<file path="src/rtl/relational_row_fetcher_if.sv">
// AXI4 read-address and read-data channel bundle used by the row fetcher
// (master side) and its memory slave.
interface relational_row_fetcher_if #(
   parameter int C_M_AXI_ADDR_WIDTH = 32,
   parameter int C_M_AXI_DATA_WIDTH = 32,
   parameter int C_M_AXI_ID_WIDTH   = 1
);
   logic [C_M_AXI_ID_WIDTH-1:0]   M_AXI_ARID;
   logic [C_M_AXI_ADDR_WIDTH-1:0] M_AXI_ARADDR;
   logic [7:0]                    M_AXI_ARLEN;
   logic [2:0]                    M_AXI_ARSIZE;
   logic [1:0]                    M_AXI_ARBURST;
   logic [3:0]                    M_AXI_ARCACHE;
   logic [2:0]                    M_AXI_ARPROT;
   logic                          M_AXI_ARVALID;
   logic                          M_AXI_ARREADY;
   logic [C_M_AXI_DATA_WIDTH-1:0] M_AXI_RDATA;
   logic [1:0]                    M_AXI_RRESP;
   logic                          M_AXI_RLAST;
   logic                          M_AXI_RVALID;
   logic                          M_AXI_RREADY;

   modport master (
      output M_AXI_ARID, M_AXI_ARADDR, M_AXI_ARLEN, M_AXI_ARSIZE, M_AXI_ARBURST,
             M_AXI_ARCACHE, M_AXI_ARPROT, M_AXI_ARVALID, M_AXI_RREADY,
      input  M_AXI_ARREADY, M_AXI_RDATA, M_AXI_RRESP, M_AXI_RLAST, M_AXI_RVALID
   );

   modport slave (
      input  M_AXI_ARID, M_AXI_ARADDR, M_AXI_ARLEN, M_AXI_ARSIZE, M_AXI_ARBURST,
             M_AXI_ARCACHE, M_AXI_ARPROT, M_AXI_ARVALID, M_AXI_RREADY,
      output M_AXI_ARREADY, M_AXI_RDATA, M_AXI_RRESP, M_AXI_RLAST, M_AXI_RVALID
   );
endinterface

</file>
<file path="src/rtl/relational_row_fetcher.sv">
// AXI4 read-burst master: fetches the projected column window of each table row
// (one INCR burst per row) and streams the words to the cache fill port.
module relational_row_fetcher #(
   parameter int C_M_AXI_ADDR_WIDTH = 32,
   parameter int C_M_AXI_DATA_WIDTH = 32,
   parameter int C_M_AXI_ID_WIDTH   = 1,
   parameter int C_MAX_COLS         = 256,
   parameter int C_ROWCNT_WIDTH     = 16
) (
   input  logic                          ACLK,
   input  logic                          ARESETN,
   input  logic                          INIT_AXI_TXN,
   input  logic [C_M_AXI_ADDR_WIDTH-1:0] base_addr,
   input  logic [C_M_AXI_ADDR_WIDTH-1:0] row_stride,
   input  logic [C_ROWCNT_WIDTH-1:0]     row_count,
   input  logic [7:0]                    col_offset,
   input  logic [8:0]                    col_words,
   relational_row_fetcher_if.master      m_axi,
   output logic [C_M_AXI_DATA_WIDTH-1:0] out_data,
   output logic                          out_valid,
   input  logic                          out_ready,
   output logic                          out_row_last,
   output logic                          out_job_last,
   output logic                          TXN_DONE,
   output logic                          ERROR,
   output logic                          busy
);

   typedef enum logic [2:0] {
      ST_IDLE,
      ST_CHECK,
      ST_ADDR,
      ST_DATA,
      ST_DONE
   } state_t;

   localparam logic [9:0] MAX_COLS = 10'(C_MAX_COLS);

   state_t                        state_q, state_d;
   logic [C_M_AXI_ADDR_WIDTH-1:0] row_addr_q, row_addr_d;
   logic [C_M_AXI_ADDR_WIDTH-1:0] stride_q, stride_d;
   logic [C_ROWCNT_WIDTH-1:0]     rows_q, rows_d;
   logic [C_ROWCNT_WIDTH-1:0]     row_idx_q, row_idx_d;
   logic [8:0]                    cols_q, cols_d;
   logic [8:0]                    beat_cnt_q, beat_cnt_d;
   logic                          error_q, error_d;

   logic                          arvalid;
   logic                          rready;
   logic                          beat_is_last;
   logic                          row_is_last;
   logic                          cols_bad;
   logic                          crosses_4k;
   logic [13:0]                   span_end;

   always_ff @(posedge ACLK or negedge ARESETN) begin
      if (!ARESETN) begin
         state_q    <= ST_IDLE;
         row_addr_q <= '0;
         stride_q   <= '0;
         rows_q     <= '0;
         row_idx_q  <= '0;
         cols_q     <= '0;
         beat_cnt_q <= '0;
         error_q    <= 1'b0;
      end else begin
         state_q    <= state_d;
         row_addr_q <= row_addr_d;
         stride_q   <= stride_d;
         rows_q     <= rows_d;
         row_idx_q  <= row_idx_d;
         cols_q     <= cols_d;
         beat_cnt_q <= beat_cnt_d;
         error_q    <= error_d;
      end
   end

   // Burst end offset within its 4 KB page; anything past 4096 would cross it.
   assign span_end     = {2'b00, row_addr_q[11:0]} + {3'b000, cols_q, 2'b00};
   assign crosses_4k   = span_end > 14'd4096;
   assign cols_bad     = (cols_q == 9'd0) || ({1'b0, cols_q} > MAX_COLS);
   assign beat_is_last = beat_cnt_q == (cols_q - 9'd1);
   assign row_is_last  = row_idx_q == (rows_q - C_ROWCNT_WIDTH'(1));

   always_comb begin
      state_d      = state_q;
      row_addr_d   = row_addr_q;
      stride_d     = stride_q;
      rows_d       = rows_q;
      row_idx_d    = row_idx_q;
      cols_d       = cols_q;
      beat_cnt_d   = beat_cnt_q;
      error_d      = error_q;
      arvalid      = 1'b0;
      rready       = 1'b0;
      out_data     = '0;
      out_valid    = 1'b0;
      out_row_last = 1'b0;
      out_job_last = 1'b0;

      case (state_q)
         ST_IDLE, ST_DONE: begin
            if (INIT_AXI_TXN) begin
               stride_d   = row_stride;
               rows_d     = row_count;
               cols_d     = col_words;
               error_d    = 1'b0;
               row_addr_d = base_addr + C_M_AXI_ADDR_WIDTH'({col_offset, 2'b00});
               row_idx_d  = '0;
               beat_cnt_d = '0;
               state_d    = ST_CHECK;
            end
         end
         ST_CHECK: begin
            if (row_idx_q == rows_q) begin
               state_d = ST_DONE;
            end else if (cols_bad || crosses_4k) begin
               error_d = 1'b1;
               state_d = ST_DONE;
            end else begin
               state_d = ST_ADDR;
            end
         end
         ST_ADDR: begin
            arvalid = 1'b1;
            if (m_axi.M_AXI_ARREADY) begin
               beat_cnt_d = '0;
               state_d    = ST_DATA;
            end
         end
         ST_DATA: begin
            out_data     = m_axi.M_AXI_RDATA;
            out_valid    = m_axi.M_AXI_RVALID;
            rready       = out_ready;
            out_row_last = m_axi.M_AXI_RVALID & beat_is_last;
            out_job_last = out_row_last & row_is_last;
            if (m_axi.M_AXI_RVALID && out_ready) begin
               beat_cnt_d = beat_cnt_q + 9'd1;
               if (m_axi.M_AXI_RRESP != 2'b00 || m_axi.M_AXI_RLAST != beat_is_last) begin
                  error_d = 1'b1;
               end
               // The slave's RLAST, not the local beat count, ends the row.
               if (m_axi.M_AXI_RLAST) begin
                  row_addr_d = row_addr_q + stride_q;
                  row_idx_d  = row_idx_q + C_ROWCNT_WIDTH'(1);
                  state_d    = ST_CHECK;
               end
            end
         end
         default: state_d = ST_IDLE;
      endcase
   end

   assign m_axi.M_AXI_ARID    = C_M_AXI_ID_WIDTH'(0);
   assign m_axi.M_AXI_ARADDR  = row_addr_q;
   assign m_axi.M_AXI_ARLEN   = 8'(cols_q - 9'd1);
   assign m_axi.M_AXI_ARSIZE  = 3'b010;
   assign m_axi.M_AXI_ARBURST = 2'b01;
   assign m_axi.M_AXI_ARCACHE = 4'b0011;
   assign m_axi.M_AXI_ARPROT  = 3'b000;
   assign m_axi.M_AXI_ARVALID = arvalid;
   assign m_axi.M_AXI_RREADY  = rready;

   assign TXN_DONE = state_q == ST_DONE;
   assign ERROR    = error_q;
   assign busy     = (state_q == ST_CHECK) || (state_q == ST_ADDR) || (state_q == ST_DATA);

endmodule

</file>
<file path="src/flat_wrapper.sv">
// flat-port wrapper written by rule: the top's interface ports become plain ports
module relational_row_fetcher_flat 
#(
   parameter int C_M_AXI_ADDR_WIDTH = 32,
   parameter int C_M_AXI_DATA_WIDTH = 32,
   parameter int C_M_AXI_ID_WIDTH   = 1,
   parameter int C_MAX_COLS         = 256,
   parameter int C_ROWCNT_WIDTH     = 16
)
  (ACLK, ARESETN, INIT_AXI_TXN, base_addr, row_stride, row_count, col_offset, col_words, out_data, out_valid, out_ready, out_row_last, out_job_last, TXN_DONE, ERROR, busy, m_axi_M_AXI_ARID, m_axi_M_AXI_ARADDR, m_axi_M_AXI_ARLEN, m_axi_M_AXI_ARSIZE, m_axi_M_AXI_ARBURST, m_axi_M_AXI_ARCACHE, m_axi_M_AXI_ARPROT, m_axi_M_AXI_ARVALID, m_axi_M_AXI_RREADY, m_axi_M_AXI_ARREADY, m_axi_M_AXI_RDATA, m_axi_M_AXI_RRESP, m_axi_M_AXI_RLAST, m_axi_M_AXI_RVALID);
  relational_row_fetcher_if #(.C_M_AXI_ADDR_WIDTH(C_M_AXI_ADDR_WIDTH), .C_M_AXI_DATA_WIDTH(C_M_AXI_DATA_WIDTH), .C_M_AXI_ID_WIDTH(C_M_AXI_ID_WIDTH)) m_axi_i ();
  input  logic ACLK;
  input  logic ARESETN;
  input  logic INIT_AXI_TXN;
  input  logic [C_M_AXI_ADDR_WIDTH-1:0] base_addr;
  input  logic [C_M_AXI_ADDR_WIDTH-1:0] row_stride;
  input  logic [C_ROWCNT_WIDTH-1:0] row_count;
  input  logic [7:0] col_offset;
  input  logic [8:0] col_words;
  output logic [C_M_AXI_DATA_WIDTH-1:0] out_data;
  output logic out_valid;
  input  logic out_ready;
  output logic out_row_last;
  output logic out_job_last;
  output logic TXN_DONE;
  output logic ERROR;
  output logic busy;
  output wire logic [$bits(m_axi_i.M_AXI_ARID)-1:0] m_axi_M_AXI_ARID;
  output wire logic [$bits(m_axi_i.M_AXI_ARADDR)-1:0] m_axi_M_AXI_ARADDR;
  output wire logic [$bits(m_axi_i.M_AXI_ARLEN)-1:0] m_axi_M_AXI_ARLEN;
  output wire logic [$bits(m_axi_i.M_AXI_ARSIZE)-1:0] m_axi_M_AXI_ARSIZE;
  output wire logic [$bits(m_axi_i.M_AXI_ARBURST)-1:0] m_axi_M_AXI_ARBURST;
  output wire logic [$bits(m_axi_i.M_AXI_ARCACHE)-1:0] m_axi_M_AXI_ARCACHE;
  output wire logic [$bits(m_axi_i.M_AXI_ARPROT)-1:0] m_axi_M_AXI_ARPROT;
  output wire logic [$bits(m_axi_i.M_AXI_ARVALID)-1:0] m_axi_M_AXI_ARVALID;
  output wire logic [$bits(m_axi_i.M_AXI_RREADY)-1:0] m_axi_M_AXI_RREADY;
  input wire logic [$bits(m_axi_i.M_AXI_ARREADY)-1:0] m_axi_M_AXI_ARREADY;
  input wire logic [$bits(m_axi_i.M_AXI_RDATA)-1:0] m_axi_M_AXI_RDATA;
  input wire logic [$bits(m_axi_i.M_AXI_RRESP)-1:0] m_axi_M_AXI_RRESP;
  input wire logic [$bits(m_axi_i.M_AXI_RLAST)-1:0] m_axi_M_AXI_RLAST;
  input wire logic [$bits(m_axi_i.M_AXI_RVALID)-1:0] m_axi_M_AXI_RVALID;
  assign m_axi_M_AXI_ARID = m_axi_i.M_AXI_ARID;
  assign m_axi_M_AXI_ARADDR = m_axi_i.M_AXI_ARADDR;
  assign m_axi_M_AXI_ARLEN = m_axi_i.M_AXI_ARLEN;
  assign m_axi_M_AXI_ARSIZE = m_axi_i.M_AXI_ARSIZE;
  assign m_axi_M_AXI_ARBURST = m_axi_i.M_AXI_ARBURST;
  assign m_axi_M_AXI_ARCACHE = m_axi_i.M_AXI_ARCACHE;
  assign m_axi_M_AXI_ARPROT = m_axi_i.M_AXI_ARPROT;
  assign m_axi_M_AXI_ARVALID = m_axi_i.M_AXI_ARVALID;
  assign m_axi_M_AXI_RREADY = m_axi_i.M_AXI_RREADY;
  assign m_axi_i.M_AXI_ARREADY = m_axi_M_AXI_ARREADY;
  assign m_axi_i.M_AXI_RDATA = m_axi_M_AXI_RDATA;
  assign m_axi_i.M_AXI_RRESP = m_axi_M_AXI_RRESP;
  assign m_axi_i.M_AXI_RLAST = m_axi_M_AXI_RLAST;
  assign m_axi_i.M_AXI_RVALID = m_axi_M_AXI_RVALID;
  relational_row_fetcher #(.C_M_AXI_ADDR_WIDTH(C_M_AXI_ADDR_WIDTH), .C_M_AXI_DATA_WIDTH(C_M_AXI_DATA_WIDTH), .C_M_AXI_ID_WIDTH(C_M_AXI_ID_WIDTH), .C_MAX_COLS(C_MAX_COLS), .C_ROWCNT_WIDTH(C_ROWCNT_WIDTH)) u_core (.ACLK(ACLK), .ARESETN(ARESETN), .INIT_AXI_TXN(INIT_AXI_TXN), .base_addr(base_addr), .row_stride(row_stride), .row_count(row_count), .col_offset(col_offset), .col_words(col_words), .m_axi(m_axi_i), .out_data(out_data), .out_valid(out_valid), .out_ready(out_ready), .out_row_last(out_row_last), .out_job_last(out_job_last), .TXN_DONE(TXN_DONE), .ERROR(ERROR), .busy(busy));
endmodule
</file>
<file path="config.mk">
export PLATFORM = sky130hd
export DESIGN_NAME = relational_row_fetcher_flat
export DESIGN_NICKNAME = d
export VERILOG_FILES = /design/src/rtl/relational_row_fetcher_if.sv /design/src/rtl/relational_row_fetcher.sv /design/src/flat_wrapper.sv
export SDC_FILE = /design/constraint.sdc
export NUM_CORES = 1
export LEC_CHECK = 0
export ABC_AREA = 1
export BUFFER_PORTS_ARGS = -buffer_cell sky130_fd_sc_hd__buf_4
export CAP_MARGIN = 15
export CORE_ASPECT_RATIO = 0.75
export CORE_MARGIN = 3
export CORE_UTILIZATION = 39
export DETAILED_ROUTE_END_ITERATION = 16
export GPL_ROUTABILITY_DRIVEN = 0
export GPL_TIMING_DRIVEN = 0
export PLACE_DENSITY = 0.6
export SYNTH_ARGS = -nofsm -noshare
export SYNTH_HDL_FRONTEND = slang
export SYNTH_SLANG_ARGS = --single-unit
export TNS_END_PERCENT = 10
</file>
<file path="constraint.sdc">
create_clock -name ACLK -period 3.8 [get_ports ACLK]
set_clock_uncertainty 0.15 [all_clocks]
set_input_delay 0.19 -clock ACLK [delete_from_list [all_inputs] [get_ports ACLK]]
set_output_delay 0.19 -clock ACLK [all_outputs]
set_load 0.03 [all_outputs]
</file>
==> run summary, run 1 <==
CP Max Fanout: 4
Post CTS Setup Buffer Count: 0
Post-route clock period utilization: 0.847
Layout cells sized above 1: 0.155
Routing usage on met3: 0.0557
Final Hold Fails: 0
Hold-fix buffer count after cts: 64
N_diodes: 0
Clk_lat worst skew: 0.43 ns
DIE HEIGHT: 143 um
IO buf count: 217
Gr usage total: 0.255
CORE AREA: 0.0243 mm2
Seq cells post-synth: 118
Die outline width: 189 um
GRT busiest layer: met1
H-tree depth: 4
Clk sinks: 118
Share of flip-flops with an asynchronous set or reset: 1.00
DR vias/cell: 5.07
I/O pin count: 231
Root Driver: clkbuf_16
P&R area growth vs syn: 33.9%
Status: finished, final reports clean
CP cell instances: inv_1, ha_1, nand3_1, nor2_1, nand3_1, nand3b_1, nor2_1, nand2_1, nand2_1, inv_1, nor2_1, nand4_1, nor2_1, buf_4
Critical path's top delay family: simple AND/OR/NAND/NOR gates
M2 GR Usage: 0.376
CTS buffer count: 17
Avg Inst Size Synth: 6.40 um2
Clk slew on worst S/H paths: 0.06 ns
Crit path time final: 3.22 ns
Hpwl dp: 27700 um
Synth area leaders: dfrtp_1, nand2_1, inv_1, ha_1, nor2_1
Leading area contributor after synthesis: dfrtp_1
Routed via count: 11068
Post-synth top cells: nand2_1, inv_1, nor2_1
DRT iter0 DRCs: 963
Vias in the first global route: 10300
Worst Setup Path Type: reg -> out
Leak: 6.79 nW
Longest Clk Path Bufs: 2
EDFF count, synth: 0
Largest net degree at the start of global routing: 68
Layout Cell Area excl Fill: 0.0131 mm2
PwrDens: 864 mW/mm2
Resize count post-CTS: 0
Finish-stage setup viols: 0
Worst path max stage delay: 0.40 ns
Max-cap viol count: 0
Hold Crit Class: in -> reg
Syn Std Cell Area: 0.00979 mm2
Routing usage on met1: 0.385
WL final: 34800 um
Register area share after synthesis: 0.302
Overflow after GRT: 0
Post-DRT Antenna Nets: 0
FMAX: 0.311 GHz
Initial antenna violation count: 0
Ys flop type: dfrtp_1
Ys Warns: 0
Post-synth top area share: 0.302
First-pass GRT wire length: 54600 um
Post-Place Cell Area: 0.0119 mm2
Total die area: 0.0271 mm2
Setup crit start kind: flip-flop
Cell Rows: 49
Netlist cell types: 39
Maximum vdd drop: 0.502 mV
CP max-delay cell: dfrtp_1
Crit path capture type: output port
Buffers & Inverters on Critical Path: 3
Count leader, synth: nand2_1
Nets@finish: 2035
RSZ-0062 raised after global routing: no
Pins Over Slew Limit: 0
Drt drc: 0
WP data arrival: 2.88 ns
Pre-antenna DRT Iters: 6
TritonCTS clock tree: yes
Mapped Cells: 1529
Avg WL per Cell: 15.9 um
Most Frequent Cell on Critical Path: nor2_1
Worst-Margin Slew: 0.861 ns
Worst EP required: 3.46 ns
Slew headroom: 0.426
Setup TNS: 0 ns
Initial Util: 0.402
## path summary, 6_finish.rpt
| path | startpoint | endpoint | slack, ns | depth (start not counted) |
|---|---|---|---|---|
| worst max-delay path | u_core.rows_q[1] | out_job_last | 0.58 | 14 |
| worst max register to register | u_core.m_axi.M_AXI_ARADDR[0] | u_core.m_axi.M_AXI_ARADDR[24] | 0.89 | 12 |
| max in group asynchronous | ARESETN | u_core.stride_q[26] | 2.60 | 3 |
| worst min-delay path | m_axi_M_AXI_RRESP[0] | u_core.ERROR | 0.02 | 7 |
| min in group asynchronous | ARESETN | u_core.cols_q[5] | 0.17 | 2 |
| worst min register to register | u_core.stride_q[27] | u_core.stride_q[27] | 0.33 | 2 |
## power breakdown
group          switching [mW]  internal [mW]  leakage, nW  total (mW)
registers               0.521           1.78         1.47        2.30
logic                    4.99           2.46         5.05        7.45
clock network           0.607          0.965        0.266        1.57
total                    6.11           5.21         6.79        11.3
## metal layers
metal  vias to the layer above  share of wire  wire length, um
li1                       5533              -                -
met1                      5086           0.49            17000
met2                       418           0.41            14400
met3                        31          0.088             3070
met4                         0         0.0096              334
met5                         -              0                0
## cell type report
type / count / area [um2]
buffer: 44 / 230
clock inverter: 7 / 70.1
clock buffer: 25 / 495
fill: 2476 / 11200
multi-input combinational: 1184 / 5920
tap: 331 / 414
sequential: 118 / 2950
timing repair buffer: 282 / 2300
inverter: 194 / 728
## cells by family after synthesis
kind of cell | count (synthesis) | share of synthesized area
DFF | 118 | 0.302
xor gates and xnor gates | 50 | 0.0461
and+or+nand+nor | 850 | 0.362
other | 2 | 0.000767
AOI/OAI and AO/OA | 215 | 0.118
adders and majority gates | 56 | 0.0739
buffers and inverters | 238 | 0.0979
## metrics by stage
stage / setup WS (ns) / utilization / power [mW] / std cells / hold slack, ns
after floorplan: 0.634 / - / 7.23 / 1540 / -0.256
after global placement: 0.555 / 0.488 / 9.50 / 2088 / 0.241
after detailed placement: 0.534 / 0.489 / 9.57 / 2089 / 0.0488
after CTS: 0.580 / 0.539 / 11.2 / 2185 / 0.0164
after global routing: 0.234 / 0.539 / 12.3 / 2185 / 0.0791
final: 0.582 / 0.539 / 11.3 / 2185 / 0.0170
## registers in the layout, indices dropped and copies added, names as in the netlist
signal                     cells
u_core.state_q                 3
u_core.rows_q                 16
u_core.stride_q               32
u_core.m_axi.M_AXI_ARADDR     32
u_core.ERROR                   1
u_core.beat_cnt_q              9
u_core.cols_q                  9
u_core.row_idx_q              16
## layout by cell type (no fill, tap or decap), types with 3 or more instances in the layout
cell / instances
clkbuf_1: 18
buf_2: 10
dlygate4sd3_1: 64
a21o_1: 4
o211ai_1: 3
nor4_1: 9
nand3b_1: 8
inv_2: 5
or2_2: 6
nor3_1: 30
inv_1: 188
fa_1: 3
dfrtp_1: 118
ha_1: 53
a31oi_1: 11
clkinvlp_4: 4
o31ai_1: 5
nand2_1: 477
nor2_1: 173
o21a_1: 4
buf_4: 230
clkbuf_8: 4
clkbuf_16: 17
a21boi_0: 3
xnor2_1: 23
xor2_1: 26
conb_1: 13
nor3b_1: 4
a21oi_1: 84
nand4_1: 24
buf_1: 6
nand3_1: 113
o21ai_0: 97
## tightest hold or removal path, cell delays in order
cell and delay, ns:
buf_4 0.08, nor3_1 0.04, nand3_1 0.07, nand2_1 0.04
inv_1 0.04, nand3_1 0.05, nand2_1 0.05
No activity file was read; power rests on OpenSTA's default activity.
==> run 2: changes to the inputs <==
--- a/config.mk
+++ b/config.mk
@@ -14,7 +14,7 @@
 export DETAILED_ROUTE_END_ITERATION = 16
 export GPL_ROUTABILITY_DRIVEN = 0
 export GPL_TIMING_DRIVEN = 0
-export PLACE_DENSITY = 0.6
+export PLACE_DENSITY = 0.62
 export SYNTH_ARGS = -nofsm -noshare
 export SYNTH_HDL_FRONTEND = slang
 export SYNTH_SLANG_ARGS = --single-unit
==> constraint.sdc (replaced) <==
create_clock -name ACLK -period 2.8 [get_ports ACLK]
set_clock_uncertainty 0.15 [all_clocks]
set_input_delay 0.14 -clock ACLK [delete_from_list [all_inputs] [get_ports ACLK]]
set_output_delay 0.14 -clock ACLK [all_outputs]
set_load 0.03 [all_outputs]
==> run summary, run 2 (synthesis gave the netlist of run 1 again) <==
CTS buffer count: 17 (unchanged)
Routing usage on met3: 0.0528 (-0.00294)
CP startpoint: u_core.rows_q[1]
M2 GR Usage: 0.371 (-0.00495)
IO buf count: 217 (unchanged)
Worst-Margin Slew: 0.928 ns (+0.0672 ns)
Post-route clock period utilization: 1.01
Post-DRT Antenna Nets: 0 (unchanged)
DP Worst Slack: -0.278 ns (-0.812 ns)
Routing usage on met1: 0.381 (-0.00374)
WL final: 35100 um (+0.84%)
Overflow after GRT: 0 (unchanged)
Hpwl dp: 27400 um (-1.0%)
Area of the multi-input gates: 0.00606 mm2 (+2.4%)
Pins Over Slew Limit: 0 (unchanged)
Clk_lat worst skew: 0.43 ns (about the same)
Final core occ: 0.553 (+0.0148)
Vias in the first global route: 10316 (+0.16%)
Worst Setup Path Type: reg -> out
FMAX: 0.355 GHz
Setup crit start kind: flip-flop
Tot Pwr: 15.9 mW (+40%)
Routed via count: 11215 (+1.3%)
Crit path time final: 2.82 ns
DRT iter0 DRCs: 1056 (+9.7%)
Slew headroom: 0.381 (-0.0448)
Status: complete, but fails checks
I/O pin count: 231 (unchanged)
Largest net degree at the start of global routing: 86 (+26%)
Nets@finish: 2058 (+1.1%)
Fill cell count: 2418 (-2.3%)
Hold WS: 0.0212 ns (+0.00424 ns)
Maximum vdd drop: 0.654 mV (+30%)
Avg WL per Cell: 15.9 um (-0.16%)
RSZ-0062 raised after global routing: yes
DIE HEIGHT: 143 um (unchanged)
Pre-antenna DRT Iters: 5 (-1)
WP data arrival: 2.53 ns (-0.35 ns)
N_diodes: 0 (unchanged)
GRT busiest layer: met1
Die outline width: 189 um (unchanged)
Finish-stage setup viols: 1 (+1)
PwrDens: 1180 mW/mm2 (+36%)
Max-cap viol count: 0 (unchanged)
Initial Util: 0.402 (unchanged)
CP Max Fanout: 4 (unchanged)
RR Startpoint: u_core.state_q[2]
Final Hold Fails: 0 (unchanged)
Leak: 6.94 nW (+2.1%)
CORE AREA: 0.0243 mm2 (unchanged)
DR vias/cell: 5.08 (+0.32%)
Clk sinks: 118 (unchanged)
TritonCTS clock tree: yes
P&R area growth vs syn: 37.6%
Drt drc: 0 (unchanged)
Most frequent cells in the layout: nand2_1, buf_4, inv_1
Register area: 0.00296 mm2 (+0.17%)
Gr usage total: 0.254 (-0.000916)
Worst setup margin: -0.0192 ns (-0.601 ns)
Root Driver: clkbuf_16
Worst EP required: 2.51 ns (-0.95 ns)
H-tree depth: 4 (unchanged)
Crit path capture type: output port
Commonest non-fill, non-tap cell in the layout: nand2_1
Failing checks: negative setup slack
First-pass GRT wire length: 54500 um (-0.23%)
Total die area: 0.0271 mm2 (unchanged)
Layout cells sized above 1: 0.182 (+0.0270)
Hold Crit Class: in -> async
Clk slew on worst S/H paths: 0.06 ns (about the same)
Longest Clk Path Bufs: 2 (unchanged)
Cell Rows: 49 (unchanged)
Initial antenna violation count: 0 (unchanged)
-- run 2: changes by cell type in the layout (fill, tap and decap cells not counted), moves of 6 or more --
cell	before	now
buf_4	230	243
nor2_1	173	165
dlygate4sd3_1	64	73
clkbuf_1	18	12
-- run 2: area by class of cell --
class | count | area share
multi-input combinational | 1184 | 0.450
timing repair buffer | 305 | 0.186
buffer | 44 | 0.0176
sequential | 118 | 0.220
clock buffer | 23 | 0.0370
clock inverter | 8 | 0.00539
inverter | 194 | 0.0541
tap | 331 | 0.0307
-- run 2: metrics by stage --
stage               cells  cell area (um2)  setup TNS, ns
floorplan            1540             9840              0
global placement     2088            11900         -0.922
detailed placement   2089            11900          -1.51
CTS                  2198            13300        -0.0660
global route         2207            13500          -1.69
finish               2207            13500        -0.0192
-- run 2: path summary, 6_finish.rpt --
check                                                      to  slack (ns)  cells after the start
worst max-delay path                             out_job_last       -0.02                     14
worst min-delay path            u_core.m_axi.M_AXI_ARADDR[11]        0.02                      2
worst max register to register               u_core.cols_q[1]        0.13                     12
worst min register to register            u_core.stride_q[25]        0.33                      2
max in group asynchronous                    u_core.cols_q[3]        1.71                      3
min in group ACLK                                u_core.ERROR        0.03                      7
-- run 2: worst max-delay path: stages (launching register included) --
cell and delay [ns]:
dfrtp_1 0.39, inv_2 0.10, ha_4 0.16, nand3_4 0.10, nor2_4 0.12, nand3_2 0.09, nand3b_1 0.26, nor2_4 0.16
nand2_1 0.06, nand2_1 0.05, inv_1 0.04, nor2_2 0.08, nand4_1 0.19, nor2_2 0.15, buf_6 0.14
-- run 2: layer usage --
| layer | share of wire | wire length (um) | vias to the layer above |
|---|---|---|---|
| li1 | - | - | 5585 |
| met1 | 0.49 | 17100 | 5136 |
| met2 | 0.42 | 14600 | 440 |
| met3 | 0.079 | 2780 | 54 |
| met4 | 0.019 | 659 | 0 |
| met5 | 0 | 0 | - |
-- run 2: repair_timing --
action | 4_1_cts | 5_1_grt
endpoints found under the setup margin | 25 | 106
hold buffers | 73 | 0
resized for setup | 21 | 32
buffers inserted | 5 | 9
hold endpoints to repair | 189 | 0
pin swaps | 5 | 8
-- run 2: where the power goes --
| part | switching, mW | internal (mW) |
|---|---|---|
| clock network | 0.809 | 1.32 |
| logic | 6.98 | 3.60 |
| registers | 0.726 | 2.43 |
| total | 8.52 | 7.35 |
